==> src/rtl/step_clock_ctrl.sv <==
// Turns a key-filter Strobe into fixed-width processor clock pulses (single/burst/run); ProcClk rises 1 cycle after Strobe.
// Strobes arriving while Busy are dropped; the STEP_BREAKPOINT_EN macro adds a PC breakpoint that stops burst/run mode.
module step_clock_ctrl #(
    parameter int HIGH_CYCLES = 4,
    parameter int LOW_CYCLES  = 4,
    parameter int DIV_WIDTH   = 24,
    parameter int CNT_WIDTH   = 16
) (
    input  logic                 Clock,
    input  logic                 Reset,
    input  logic                 Strobe,
    input  logic [1:0]           Mode,
    input  logic [3:0]           Burst,
    input  logic [DIV_WIDTH-1:0] RunDiv,
    input  logic                 Halt,
`ifdef STEP_BREAKPOINT_EN
    input  logic [6:0]           PC,
    input  logic [6:0]           BreakPC,
    input  logic                 BreakEn,
    output logic                 BreakHit,
`endif
    output logic                 ProcClk,
    output logic                 Busy,
    output logic [CNT_WIDTH-1:0] StepCount
);

    localparam logic [1:0] MODE_SINGLE = 2'b00;
    localparam logic [1:0] MODE_BURST  = 2'b01;
    localparam logic [1:0] MODE_RUN    = 2'b10;
    localparam logic [1:0] MODE_HOLD   = 2'b11;

    localparam int PH_MAX = (HIGH_CYCLES > LOW_CYCLES) ? HIGH_CYCLES : LOW_CYCLES;
    localparam int PH_W   = $clog2(PH_MAX + 1);
    localparam logic [PH_W-1:0] HI_LAST = PH_W'(HIGH_CYCLES - 1);
    localparam logic [PH_W-1:0] LO_LAST = PH_W'(LOW_CYCLES - 1);

    typedef enum logic [1:0] {
        S_IDLE = 2'd0,
        S_HI   = 2'd1,
        S_LO   = 2'd2,
        S_GAP  = 2'd3
    } state_t;

    state_t               state;
    state_t               state_nxt;
    logic [PH_W-1:0]      phase;
    logic [PH_W-1:0]      phase_nxt;
    logic [DIV_WIDTH-1:0] gap;
    logic [DIV_WIDTH-1:0] gap_nxt;
    logic [4:0]           remaining;
    logic [4:0]           remaining_nxt;
    logic [4:0]           burst_len;
    logic                 accept;
    logic                 bp_match;
    logic                 bp_stop;
    logic                 proc_clk_nxt;
    logic                 busy_nxt;
    logic                 step_inc;

    // A Burst field of zero encodes the maximum burst of 16 pulses.
    assign burst_len = (Burst == 4'd0) ? 5'd16 : {1'b0, Burst};

`ifdef STEP_BREAKPOINT_EN
    assign bp_match = BreakEn && (PC == BreakPC) && ((Mode == MODE_BURST) || (Mode == MODE_RUN));
`else
    assign bp_match = 1'b0;
`endif

    // State and datapath registers
    always_ff @(posedge Clock) begin
        if (Reset) begin
            state     <= S_IDLE;
            phase     <= '0;
            gap       <= '0;
            remaining <= '0;
            ProcClk   <= 1'b0;
            Busy      <= 1'b0;
            StepCount <= '0;
        end else begin
            state     <= state_nxt;
            phase     <= phase_nxt;
            gap       <= gap_nxt;
            remaining <= remaining_nxt;
            ProcClk   <= proc_clk_nxt;
            Busy      <= busy_nxt;
            if (step_inc) begin
                StepCount <= StepCount + CNT_WIDTH'(1);
            end
        end
    end

`ifdef STEP_BREAKPOINT_EN
    always_ff @(posedge Clock) begin
        if (Reset) begin
            BreakHit <= 1'b0;
        end else if (accept) begin
            BreakHit <= 1'b0;
        end else if (bp_stop) begin
            BreakHit <= 1'b1;
        end
    end
`endif

    // Next-state logic
    always_comb begin
        state_nxt     = state;
        phase_nxt     = phase;
        gap_nxt       = gap;
        remaining_nxt = remaining;
        accept        = 1'b0;
        bp_stop       = 1'b0;
        case (state)
            S_IDLE: begin
                phase_nxt = '0;
                if (!Halt && (Mode != MODE_HOLD) && Strobe) begin
                    accept    = 1'b1;
                    state_nxt = S_HI;
                    if (Mode == MODE_BURST) begin
                        remaining_nxt = burst_len - 5'd1;
                    end
                end
            end
            S_HI: begin
                if (phase == HI_LAST) begin
                    phase_nxt = '0;
                    state_nxt = S_LO;
                end else begin
                    phase_nxt = phase + PH_W'(1);
                end
            end
            S_LO: begin
                if (phase == LO_LAST) begin
                    phase_nxt = '0;
                    if (Halt) begin
                        state_nxt     = S_IDLE;
                        remaining_nxt = '0;
                    end else if (bp_match) begin
                        state_nxt     = S_IDLE;
                        remaining_nxt = '0;
                        bp_stop       = 1'b1;
                    end else if ((Mode == MODE_BURST) && (remaining != 5'd0)) begin
                        state_nxt     = S_HI;
                        remaining_nxt = remaining - 5'd1;
                    end else if ((Mode == MODE_RUN) && (RunDiv == '0)) begin
                        state_nxt = S_HI;
                    end else if (Mode == MODE_RUN) begin
                        state_nxt = S_GAP;
                        gap_nxt   = RunDiv;
                    end else begin
                        state_nxt     = S_IDLE;
                        remaining_nxt = '0;
                    end
                end else begin
                    phase_nxt = phase + PH_W'(1);
                end
            end
            S_GAP: begin
                if ((Mode != MODE_RUN) || Halt) begin
                    state_nxt     = S_IDLE;
                    gap_nxt       = '0;
                    remaining_nxt = '0;
                end else begin
                    gap_nxt = gap - DIV_WIDTH'(1);
                    if (gap == DIV_WIDTH'(1)) begin
                        state_nxt = S_HI;
                    end
                end
            end
            default: begin
                state_nxt     = S_IDLE;
                phase_nxt     = '0;
                gap_nxt       = '0;
                remaining_nxt = '0;
            end
        endcase
    end

    // Outputs are registered from the next state so ProcClk tracks HI exactly.
    always_comb begin
        proc_clk_nxt = (state_nxt == S_HI);
        busy_nxt     = (state_nxt != S_IDLE);
        step_inc     = (state_nxt == S_HI) && (state != S_HI);
    end

endmodule

==> config.mk <==
export PLATFORM = sky130hd
export DESIGN_NAME = step_clock_ctrl
export DESIGN_NICKNAME = d
export VERILOG_FILES = /design/src/rtl/step_clock_ctrl.sv
export SDC_FILE = /design/constraint.sdc
export NUM_CORES = 1
export LEC_CHECK = 0
export BUFFER_PORTS_ARGS = -buffer_cell sky130_fd_sc_hd__buf_2
export CAP_MARGIN = 10
export CORE_MARGIN = 2
export CORE_UTILIZATION = 62
export CTS_CLUSTER_DIAMETER = 30
export DETAILED_ROUTE_END_ITERATION = 10
export PLACE_DENSITY = 0.83
export SETUP_SLACK_MARGIN = 0.3
export SYNTH_ARGS = -nofsm -noshare
export SYNTH_HDL_FRONTEND = slang
export SYNTH_SLANG_ARGS = --single-unit
==> constraint.sdc <==
create_clock -name Clock -period 6.9 [get_ports Clock]
set_input_delay 0.345 -clock Clock [delete_from_list [all_inputs] [get_ports Clock]]
set_output_delay 0.345 -clock Clock [all_outputs]
set_load 0.01 [all_outputs]
==> metrics.cfg, run 1 <==
[sta]
slew_viol_final = 0
clock-skew-final_ns = 0.0136
rsz0062_at_grt = no
max_freq_mhz = 282
slew_headroom_pct = 18.8
period_minus_slack_ns = 3.54
setup_viol = 0
report.final.hold_viol_count = 0
min_period_over_period_pct = 51.4
worst_slew_pin_slew_ns = 1.22
tns_ns = 0

[synth]
synth_top_cell_area_share_pct = 31.1
syn_nets = 480
ys_seq_area_share_pct = 31.1
yosys-top-cells-area = dfxtp_1 (31%), a21oi_1 (6.6%), nor2_1 (6.4%)
ys.flop_type = dfxtp_1
post_synth_num_cell_types = 68
syn-cell-area_mm2 = 0.00335
yosysWarnings = 0
synth_edf_count = 0
syn_inst = 432
syn_avg_cell_area_um2 = 7.75
yosys_register_bits = 52
yosysTopAreaCell = dfxtp_1
synth_async_sr_flop_share_pct = 0

[worst_setup_path]
worstReg2RegStart = state[0]$_SDFF_PP0_
start_kind = register
criticalPathCategory = reg -> reg
rr_worst_depth = 8
reg2reg_to = StepCount[6]$_SDFFE_PP0P_
crit_path_end = StepCount[6]$_SDFFE_PP0P_
worst-path-max-fanout = 24
rrSetupSlack_ns = 3.36
worstPathCellList = ha_1 -> nand4bb_1 -> nor2_1 -> o21ai_0 -> o22a_4 -> and4b_1 -> nand3_1 -> mux2_2
startpoint = state[0]$_SDFF_PP0_
crit_arrival_ns = 3.75
slowest_delay_ns = 0.96
path_depth = 8
critPathBufInv = 0
cp-end-kind = register
crit_required_ns = 7.11
cpLargestDelayFamily = simple AND/OR/NAND/NOR gates
crit_slowest_cell = nand4bb_1

[clocking]
cts_setup_buffers = 0
cts_tree = done
htreeDepth = 2
path_clk_slew_ns = 0.10
clock_sinks = 52
cts-root-buf = clkbuf_8
numCtsBuffers = 5
ctsHoldBuffers = 0
clkLatencyLatePin_ns = 0.31
cts.path.max_buffers = 2
cts_resized = 0

[die]
fp.dieH_um = 77.5
core_mm2 = 0.00517
dieArea_mm2 = 0.00600
die_w_um = 77.5
start_util_pct = 64.7
ios = 52
rows = 26

[finish]
nets = 517
fin_util_pct = 71.6
area_delta_synth_final_pct = 10.6
stdcell_count = 540
final_layout_size_suffix_gt1_share_pct = 17.0
antenna_cells = 0
fin_area_mm2 = 0.00370

[place]
dp_hpwl_um = 5850
dpl_cell_area_mm2 = 0.00358
gp_routability_congestion = 0.953
placedCellCount = 532
numPortBuffers = 51

[routing]
ant_nets = 0
drc = 0
routed_wl_um = 8500
avgViaCountPerCell = 6.41
firstDrtPassIters = 5
vias = 3461
dr.first_iter.drc_count = 383
wl_per_cell_um = 15.7

[status]
outcome = finished, final reports clean

[global_routing]
antenna_found_initial = 0
overflow = 0
grt_max_degree = 57
grt_pass1_wl_um = 14200
grt_pass1_vias = 2982
grt_use_total_pct = 28.5

[hold_path]
min_path_type = in -> reg

[job]
max-cap-violations = 0

[power]
leakage_nw = 1.48
power_density_mw_per_mm2 = 176
irDropWorstVdd_uv = 137

-- layout by cell type, fill, tap and decap left out, types with 3 or more instances in the layout --
master and n:
nor2_1 57, dfxtp_1 52, buf_2 51, a21oi_1 44, o21ai_0 32, nand2_1 29, inv_1 18, ha_1 14
nor4_1 13, nor3_1 11, a31oi_1 10, a22oi_1 10, nor2b_1 9, nand3_1 8, nand4_1 7, clkbuf_8 7
or3_1 6, or4_1 5, o31ai_1 5, o22ai_1 4, nand2b_1 4, and3_1 4, a32o_1 4, and2_1 3
a2bb2oi_1 3, a211oi_1 3
-- synth_stat cells, types with 9 or more instances --
library cell,instances
ha_1,14
nor3_1,11
a31oi_1,10
a22oi_1,10
o21ai_0,33
nor4_1,13
nand2_1,29
clkbuf_1,17
a21oi_1,44
nor2b_1,9
dfxtp_1,52
nor2_1,57
inv_1,18
-- per-layer routing --
layer	share of wire, %	global-route usage (%)	up-vias
li1	-	-	1667
met1	44	40.3	1570
met2	44	44.3	204
met3	10	5.35	20
met4	1.8	8.75	0
met5	0	0	-
-- per-stage QoR --
| stage | total power, mW | setup slack, ns | hold WS (ns) |
|---|---|---|---|
| global placement | 0.423 | 3.63 | 0.458 |
| floorplan | 0.398 | 4.49 | 0.440 |
| detailed placement | 0.425 | 3.49 | 0.465 |
| finish | 0.652 | 3.36 | 0.328 |
| CTS | 0.653 | 3.48 | 0.326 |
| global route | 0.677 | 3.16 | 0.359 |
-- how the worst min path moves through the flow --
stage / from / end / slack (ns) / cells after the start
floorplan: gap[11]$_SDFFE_PP0P_ / gap[11]$_SDFFE_PP0P_ / 0.44 / 2
global placement: gap[11]$_SDFFE_PP0P_ / gap[11]$_SDFFE_PP0P_ / 0.46 / 2
detailed placement: gap[11]$_SDFFE_PP0P_ / gap[11]$_SDFFE_PP0P_ / 0.47 / 2
CTS: RunDiv[13] / gap[13]$_SDFFE_PP0P_ / 0.33 / 3
global route: RunDiv[3] / gap[3]$_SDFFE_PP0P_ / 0.36 / 3
finish: RunDiv[13] / gap[13]$_SDFFE_PP0P_ / 0.33 / 3
-- cell type report --
cell class | instances | area [um^2]
fillers | 410 | 1470
repair buffers | 52 | 263
well taps | 70 | 87.6
inverters | 19 | 71.3
clock buffers | 7 | 96.3
flip-flops and latches | 52 | 1040
clock inverters | 1 | 30.0
multi-input cells | 339 | 2110
-- state kept, by name, indices dropped and copies added (netlist names) --
signal / cells
phase: 3
gap: 24
StepCount: 16
ProcClk: 1
state: 2
remaining: 5
Busy: 1
-- logic make-up (layout without fill, tap and decap cells) --
group | Yosys count | count (layout) | share of synthesized area [%]
xor gates and xnor gates | 4 | 4 | 1.05
adders and majority gates | 14 | 14 | 5.23
DFF | 52 | 52 | 31.1
AOI/OAI and AO/OA | 138 | 138 | 26.5
buffers and inverters | 41 | 79 | 5.76
muxes | 4 | 4 | 1.31
and+or+nand+nor | 179 | 179 | 29.1
-- worst min-delay path: stages --
cell and delay, ns:
buf_2 0.09, a32oi_1 0.05, a21oi_1 0.12
-- report_power, final --
group	total (mW)	internal, mW	switching (mW)	leakage, nW
Clock	0.231	0.128	0.103	0.0645
Combinational	0.100	0.0420	0.0581	0.998
Sequential	0.320	0.309	0.0112	0.420
No activity file was read; power rests on OpenSTA's default activity.
==> run 2, diff against run 1 <==
--- a/config.mk
+++ b/config.mk
@@ -5,13 +5,14 @@
 export SDC_FILE = /design/constraint.sdc
 export NUM_CORES = 1
 export LEC_CHECK = 0
+export ABC_AREA = 1
 export BUFFER_PORTS_ARGS = -buffer_cell sky130_fd_sc_hd__buf_2
 export CAP_MARGIN = 10
 export CORE_MARGIN = 2
-export CORE_UTILIZATION = 62
+export CORE_UTILIZATION = 52
 export CTS_CLUSTER_DIAMETER = 30
 export DETAILED_ROUTE_END_ITERATION = 10
-export PLACE_DENSITY = 0.83
+export PLACE_DENSITY = 0.74
 export SETUP_SLACK_MARGIN = 0.3
 export SYNTH_ARGS = -nofsm -noshare
 export SYNTH_HDL_FRONTEND = slang
==> constraint.sdc (replaced) <==
create_clock -name Clock -period 3 [get_ports Clock]
set_input_delay 0.15 -clock Clock [delete_from_list [all_inputs] [get_ports Clock]]
set_output_delay 0.15 -clock Clock [all_outputs]
set_load 0.01 [all_outputs]
==> run 2 against run 1 <==
  * Non-clock buffer count unchanged
  * First-iteration DRC count is 49% lower
  * Final area increased by 2.5%
  * Sequential power rose to 3.5 times the previous value
  * Sequential share of layout area down 0.68 points
  * Largest power group is now combinational logic
==> metrics.cfg, run 2 <==
[finish]
largestRegisters = gap x24, StepCount x16, remaining x5  ; unchanged
final.fill_count = 636  ; was 410
regMostFlops = gap  ; unchanged
area_delta_synth_final_pct = 9.93  ; was 10.6%
antenna_cells = 0  ; unchanged
fin_util_pct = 59.4  ; was 71.6%
largest_reg_flops = 24  ; unchanged
final_layout_size_suffix_gt1_share_pct = 14.0  ; was 17.0%
stdcell_count = 649  ; was 540
layout_common_cells = nand2_1 (98), nor2_1 (73), a21oi_1 (58)  ; was nor2_1 (57), dfxtp_1 (52), buf_2 (51)
nets = 619  ; was 517
final_common_cell = nand2_1  ; was nor2_1
fin_area_mm2 = 0.00379  ; was 0.00370 mm^2

[hold_path]
holdCritStartpoint = RunDiv[12]  ; was RunDiv[13]
min_path_type = in -> reg  ; unchanged

[routing]
firstDrtPassIters = 4  ; was 5
dr.first_iter.drc_count = 195  ; was 383
wl_per_cell_um = 12.6  ; was 15.7 um
vias = 3490  ; was 3461
routed_wl_um = 8150  ; was 8500 um
ant_nets = 0  ; unchanged
drc = 0  ; unchanged
avgViaCountPerCell = 5.38  ; was 6.41

[worst_setup_path]
cp-end-kind = register  ; unchanged
crit_slowest_cell = dfxtp_1  ; was nand4bb_1
crit_required_ns = 3.18  ; was 7.11 ns
crit_arrival_ns = 2.37  ; was 3.75 ns
startpoint = state[0]$_SDFF_PP0_  ; unchanged
worstPathCellList = inv_1 -> ha_1 -> nand2_1 -> nor2_1 -> nand2_1 -> nand2_1 -> a21oi_1 -> nand2_1 -> nand2_2 -> nor2_8 -> nand2_4 -> nand2_1 -> a21oi_1  ; was ha_1 -> nand4bb_1 -> nor2_1 -> o21ai_0 -> o22a_4 -> and4b_1 -> nand3_1 -> mux2_2
worst-path-max-fanout = 17  ; was 24
criticalPathCategory = reg -> reg  ; unchanged
critPathBufInv = 1  ; was 0
cpMostUsedCell = nand2_1
slowest_delay_ns = 0.37  ; was 0.96 ns
start_kind = register  ; unchanged
cpLargestDelayFamily = simple AND/OR/NAND/NOR gates  ; unchanged
worstReg2RegStart = state[0]$_SDFF_PP0_  ; unchanged

[die]
core_mm2 = 0.00639  ; was 0.00517 mm^2
dieArea_mm2 = 0.00730  ; was 0.00600 mm^2
ios = 52  ; unchanged
die_w_um = 85.5  ; was 77.5 um
start_util_pct = 54.0  ; was 64.7%
rows = 29  ; was 26
fp.dieH_um = 85.5  ; was 77.5 um

[clocking]
ctsHoldBuffers = 0  ; unchanged
path_clk_slew_ns = 0.10  ; about the same
cts_resized = 0  ; unchanged
clkLatencyLatePin_ns = 0.31  ; about the same
cts.path.max_buffers = 2  ; unchanged
clock_sinks = 52  ; unchanged
htreeDepth = 2  ; unchanged
cts_tree = done  ; unchanged
numCtsBuffers = 5  ; unchanged
cts-root-buf = clkbuf_8  ; unchanged
cts_setup_buffers = 0  ; unchanged

[synth]
synth_async_sr_flop_share_pct = 0  ; unchanged
synth_edf_count = 0  ; unchanged
yosys_register_bits = 52  ; unchanged
syn_inst = 529  ; was 432
yosysWarnings = 0  ; unchanged
netlist_top_cells_count = nand2_1 (98), nor2_1 (73), a21oi_1 (58)  ; was nor2_1 (57), dfxtp_1 (52), a21oi_1 (44)
syn-cell-area_mm2 = 0.00345  ; was 0.00335 mm^2
synth_most_common_cell = nand2_1  ; was nor2_1
post_synth_num_cell_types = 34  ; was 68
syn_nets = 577  ; was 480
ys.flop_type = dfxtp_1  ; unchanged
yosysTopAreaCell = dfxtp_1  ; unchanged
yosys-top-cells-area = dfxtp_1 (30%), nand2_1 (11%), a21oi_1 (8.4%)  ; was dfxtp_1 (31%), a21oi_1 (6.6%), nor2_1 (6.4%)
synth_top_cell_area_share_pct = 30.2  ; was 31.1%
syn_avg_cell_area_um2 = 6.52  ; was 7.75 um^2
ys_seq_area_share_pct = 30.2  ; was 31.1%

[sta]
slew_headroom_pct = 51.1  ; was 18.8%
rsz0062_at_grt = no  ; unchanged
slew_viol_final = 0  ; unchanged
setup_viol = 0  ; unchanged
holdWs_ns = 0.110  ; was 0.328 ns
tns_ns = 0  ; unchanged
period_minus_slack_ns = 2.19  ; was 3.54 ns
max_freq_mhz = 457  ; was 282 MHz
clock-skew-final_ns = 0.00715  ; was 0.0136 ns
min_period_over_period_pct = 73.0  ; was 51.4%
worst_slew_pin_slew_ns = 0.733  ; was 1.22 ns
report.final.hold_viol_count = 0  ; unchanged

[global_routing]
antenna_found_initial = 0  ; unchanged
grt_max_degree = 28  ; was 57
grt_pass1_vias = 3245  ; was 2982
overflow = 0  ; unchanged
grt_pass1_wl_um = 14300  ; was 14200 um
grt_use_total_pct = 23.4  ; was 28.5%

[place]
dp_hpwl_um = 5970  ; was 5850 um
dpl_cell_area_mm2 = 0.00371  ; was 0.00358 mm^2
placedCellCount = 641  ; was 532
numPortBuffers = 51  ; unchanged
gp_routability_congestion = 0.887  ; was 0.953

[power]
leakage_nw = 1.68  ; was 1.48 nW
power_density_mw_per_mm2 = 922  ; was 176 mW/mm^2
irDropWorstVdd_uv = 553  ; was 137 uV

[status]
outcome = finished, final reports clean  ; unchanged

[job]
max-cap-violations = 0  ; unchanged

==> run 2: cell count changes after synthesis, moves of 6 or more <==
cell      change
a21oi_1      +14
a22oi_1      -10
clkbuf_1      -6
inv_1        +30
nand2_1      +69
nand3_1      +36
nor2_1       +16
nor2b_1       -9
nor4_1       -11
o21ai_0      +13
xnor2_1       +6
xor2_1        +8
==> run 2: path summary, 6_finish.rpt <==
check	endpoint	slack, ns	cells past startpoint
worst min-delay path	gap[12]$_SDFFE_PP0P_	0.11	3
worst max-delay path	StepCount[4]$_SDFFE_PP0P_	0.81	13
worst min register to register	phase[2]$_SDFFE_PP0P_	0.45	2
worst max register to register	StepCount[4]$_SDFFE_PP0P_	0.81	13
==> run 2: routing by layer <==
| metal | routed length (um) | track usage [%] | part of all wire (%) | vias to the layer above |
|---|---|---|---|---|
| met1 | 3990 | 32.5 | 49 | 1559 |
| met5 | 0 | 0 | 0 | - |
| met4 | 86 | 7.36 | 1.1 | 0 |
| met3 | 357 | 2.43 | 4.4 | 8 |
| li1 | - | - | - | 1850 |
| met2 | 3710 | 38.4 | 46 | 73 |
==> run 2: report_power, final <==
group | internal, mW | switching, mW | total (mW)
Sequential | 0.889 | 0.234 | 1.12
Combinational | 0.705 | 1.27 | 1.97
Clock | 0.163 | 0.242 | 0.406
Total | 1.76 | 1.74 | 3.50
==> run 2: through the flow <==
| stage | power, mW | worst slack, ns |
|---|---|---|
| 3_5_place_dp | 3.08 | 0.831 |
| 5_1_grt | 3.87 | 0.581 |
| 3_3_place_gp | 3.02 | 0.902 |
| 6_report | 3.50 | 0.810 |
| 2_1_floorplan | 2.74 | 1.16 |
| 4_1_cts | 3.50 | 0.814 |
==> run 2: cells by family after synthesis <==
| kind of cell | Yosys count | share of synthesized area, % |
|---|---|---|
| AOI/OAI and AO/OA | 121 | 18.6 |
| xor gates and xnor gates | 18 | 4.57 |
| adders and majority gates | 14 | 5.08 |
| buffers and inverters | 66 | 8.34 |
| DFF | 52 | 30.2 |
| and+or+nand+nor | 258 | 33.3 |
==> run 2: tightest hold or removal path, stage by stage <==
cell	delay, ns
buf_2	0.10
nand2_1	0.05
a31oi_1	0.07
==> run 2: area by class of cell <==
cell class                 instances  area (um^2)  area share, %
clock buffer                       5         68.8           1.81
clock inverter                     3         18.8          0.495
inverter                          49          184           4.85
multi-input combinational        411         2120           55.9
sequential                        52         1040           27.4
tap                               77         96.3           2.54
timing repair buffer              52          263           6.93
==> run 3, diff against run 2 <==
--- a/config.mk
+++ b/config.mk
@@ -9,10 +9,10 @@
 export BUFFER_PORTS_ARGS = -buffer_cell sky130_fd_sc_hd__buf_2
 export CAP_MARGIN = 10
 export CORE_MARGIN = 2
-export CORE_UTILIZATION = 52
+export CORE_UTILIZATION = 58
 export CTS_CLUSTER_DIAMETER = 30
 export DETAILED_ROUTE_END_ITERATION = 10
-export PLACE_DENSITY = 0.74
+export PLACE_DENSITY = 0.78
 export SETUP_SLACK_MARGIN = 0.3
 export SYNTH_ARGS = -nofsm -noshare
 export SYNTH_HDL_FRONTEND = slang
==> constraint.sdc (replaced) <==
create_clock -name Clock -period 2.3 [get_ports Clock]
set_input_delay 0.115 -clock Clock [delete_from_list [all_inputs] [get_ports Clock]]
set_output_delay 0.115 -clock Clock [all_outputs]
set_load 0.01 [all_outputs]
==> run 3 against run 2 <==
  * Final area is 4.5% higher
  * Sequential share of layout area is 1.1 points lower
  * Count of clock-buffer cells in the layout is 1 higher
  * Highest routed layer unchanged
  * Routed wire length is 6.4% higher
  * Clock skew is 0.0016 ns higher
  * Largest cell class unchanged
==> metrics.cfg, run 3 (synthesis results as in run 2) <==
[status]
outcome = finished, final reports clean  ; unchanged

[clocking]
clock_sinks = 52  ; unchanged
cts_tree = done  ; unchanged
clkLatencyLatePin_ns = 0.31  ; about the same
numCtsBuffers = 5  ; unchanged
path_clk_slew_ns = 0.10  ; about the same
ctsHoldBuffers = 0  ; unchanged
cts.path.max_buffers = 2  ; unchanged
htreeDepth = 2  ; unchanged
cts-root-buf = clkbuf_8  ; unchanged

[place]
dp_hpwl_um = 6040  ; was 5970 um
gp_routability_congestion = 0.882  ; was 0.887
numPortBuffers = 51  ; unchanged
dpl_cell_area_mm2 = 0.00373  ; was 0.00371 mm^2

[sta]
min_period_over_period_pct = 82.1  ; was 73.0%
tns_ns = 0  ; unchanged
period_minus_slack_ns = 1.89  ; was 2.19 ns
clock-skew-final_ns = 0.00871  ; was 0.00715 ns
slew_viol_final = 0  ; unchanged
rsz0062_at_grt = yes  ; was no
max_freq_mhz = 530  ; was 457 MHz
setup_viol = 0  ; unchanged
slew_headroom_pct = 49.4  ; was 51.1%
report.final.hold_viol_count = 0  ; unchanged
worst_slew_pin_slew_ns = 0.757  ; was 0.733 ns

[global_routing]
busiest_layer = met2  ; unchanged
grtUsageMet3_pct = 3.44  ; was 2.43%
grt_use_total_pct = 26.8  ; was 23.4%
overflow = 0  ; unchanged
met1_usage_pct = 35.9  ; was 32.5%
grt_max_degree = 27  ; was 28
grt_pass1_wl_um = 14200  ; was 14300 um
grt_pass1_vias = 3294  ; was 3245
antenna_found_initial = 0  ; unchanged
use_met2_pct = 45.7  ; was 38.4%

[worst_setup_path]
startpoint = gap[0]$_SDFFE_PP0P_  ; was state[0]$_SDFF_PP0_
criticalPathCategory = reg -> reg  ; unchanged
rrSetupSlack_ns = 0.41  ; was 0.81 ns
worst-path-max-fanout = 16  ; was 17
cpMostUsedCell = nand2_1  ; unchanged
worstReg2RegStart = gap[0]$_SDFFE_PP0P_  ; was state[0]$_SDFF_PP0_
start_kind = register  ; unchanged
worstPathCellList = ha_1 -> inv_1 -> nor2_1 -> nand2_1 -> nor2_2 -> nand3_1 -> nand2_1 -> nand2_1 -> nand2_1 -> nand2_2 -> nor2_8 -> buf_12 -> nand3_1 -> a21oi_1  ; was inv_1 -> ha_1 -> nand2_1 -> nor2_1 -> nand2_1 -> nand2_1 -> a21oi_1 -> nand2_1 -> nand2_2 -> nor2_8 -> nand2_4 -> nand2_1 -> a21oi_1
crit_arrival_ns = 2.12  ; was 2.37 ns
crit_required_ns = 2.53  ; was 3.18 ns
crit_slowest_cell = dfxtp_1  ; unchanged
cp-end-kind = register  ; unchanged
slowest_delay_ns = 0.43  ; was 0.37 ns

[power]
p_sw_mw = 2.42  ; was 1.74 mW
totalPowerFinal_mw = 4.90  ; was 3.50 mW
combPwrFrac_pct = 58.9  ; was 56.3%
irDropWorstVdd_uv = 748  ; was 553 uV
power_density_mw_per_mm2 = 1240  ; was 922 mW/mm^2
leakage_nw = 1.74  ; was 1.68 nW
internal-power_mw = 2.48  ; was 1.76 mW
p_seq_share_pct = 29.9  ; was 32.1%
power.clock.fraction_pct = 11.2  ; was 11.6%
swShare_pct = 49.5  ; was 49.8%

[finish]
regMostFlops = gap  ; unchanged
antenna_cells = 0  ; unchanged
largestRegisters = gap x24, StepCount x16, remaining x5  ; unchanged
multi_input_area_mm2 = 0.00217  ; was 0.00212 mm^2
final_common_cell = nand2_1  ; unchanged
final_layout_size_suffix_gt1_share_pct = 18.2  ; was 14.0%
fin_util_pct = 67.8  ; was 59.4%
largest_reg_flops = 24  ; unchanged
layout_common_cells = nand2_1 (96), nor2_1 (68), a21oi_1 (58)  ; was nand2_1 (98), nor2_1 (73), a21oi_1 (58)
final.fill_count = 534  ; was 636
final-seq-area_mm2 = 0.00104  ; about the same
nets = 630  ; was 619
area_delta_synth_final_pct = 14.9  ; was 9.93%
fin_area_mm2 = 0.00396  ; was 0.00379 mm^2

[die]
core_mm2 = 0.00585  ; was 0.00639 mm^2
dieArea_mm2 = 0.00658  ; was 0.00730 mm^2
rows = 28  ; was 29
ios = 52  ; unchanged
die_w_um = 81.1  ; was 85.5 um
start_util_pct = 59.0  ; was 54.0%
fp.dieH_um = 81.1  ; was 85.5 um

[job]
max-cap-violations = 0  ; unchanged

[routing]
firstDrtPassIters = 5  ; was 4
avgViaCountPerCell = 5.64  ; was 5.38
dr.first_iter.drc_count = 177  ; was 195
routed_wl_um = 8670  ; was 8150 um
wl_per_cell_um = 13.2  ; was 12.6 um
drc = 0  ; unchanged
ant_nets = 0  ; unchanged
vias = 3710  ; was 3490

[hold_path]
min_path_type = in -> reg  ; unchanged
holdCritStartpoint = RunDiv[7]  ; was RunDiv[12]

-- run 3: cell count changes in the layout (fill, tap and decap cells not counted), sizes merged --
cell and delta:
inv -2, buf +10, clkbuf +1, clkinv -1, clkinvlp +3
-- run 3: worst paths after layout --
check                          endpoint  depth (start not counted)
min reg2reg       phase[2]$_SDFFE_PP0P_                          2
max          StepCount[11]$_SDFFE_PP0P_                         14
min                 gap[7]$_SDFFE_PP0P_                          3
max reg2reg  StepCount[11]$_SDFFE_PP0P_                         14
-- run 3: critical path: cells and delay by family, from the launching register on --
family	cells	cell delay (ns)
AO/OA/AOI/OAI	1	0.16
adder cells (fa/ha/maj)	1	0.18
buffers and inverters	2	0.19
flip-flops	1	0.43
AND/OR/NAND/NOR	10	0.84
-- run 3: final cells by class --
cell class | count | area share, %
clock buffer | 6 | 2.08
clock inverter | 2 | 0.253
inverter | 49 | 4.83
multi-input combinational | 411 | 54.7
sequential | 52 | 26.3
tap | 75 | 2.37
timing repair buffer | 62 | 9.25
timing repair inverter | 1 | 0.189
-- run 3: repair_timing --
| action | CTS | global route |
|---|---|---|
| setup endpoints to repair | 40 | 36 |
| cloned | 1 | 0 |
| pin swaps | 2 | 1 |
| setup buffers | 5 | 2 |
| resized for setup | 7 | 13 |
-- run 3: routing by layer --
metal | up-vias | routed length [um]
met1 | 1724 | 4070
met3 | 10 | 425
met5 | - | 0
met2 | 107 | 4070
li1 | 1869 | -
met4 | 0 | 101
-- run 3: power groups by stage --
stage	sequential [mW]	combinational (mW)	clock [mW]
final	1.47	2.89	0.551
after global routing	1.50	3.21	0.594
after CTS	1.45	2.76	0.561
after detailed placement	1.47	2.58	0
after global placement	1.46	2.49	0
after floorplan	1.41	2.16	0
-- run 3: per-stage QoR --
stage | worst slack [ns] | cells | hold slack (ns)
after floorplan | 0.462 | 529 | 0.276
after global placement | 0.237 | 642 | 0.386
final | 0.412 | 658 | 0.0792
after detailed placement | 0.111 | 642 | 0.405
after CTS | 0.321 | 656 | 0.0721
after global routing | 0.289 | 658 | 0.0892
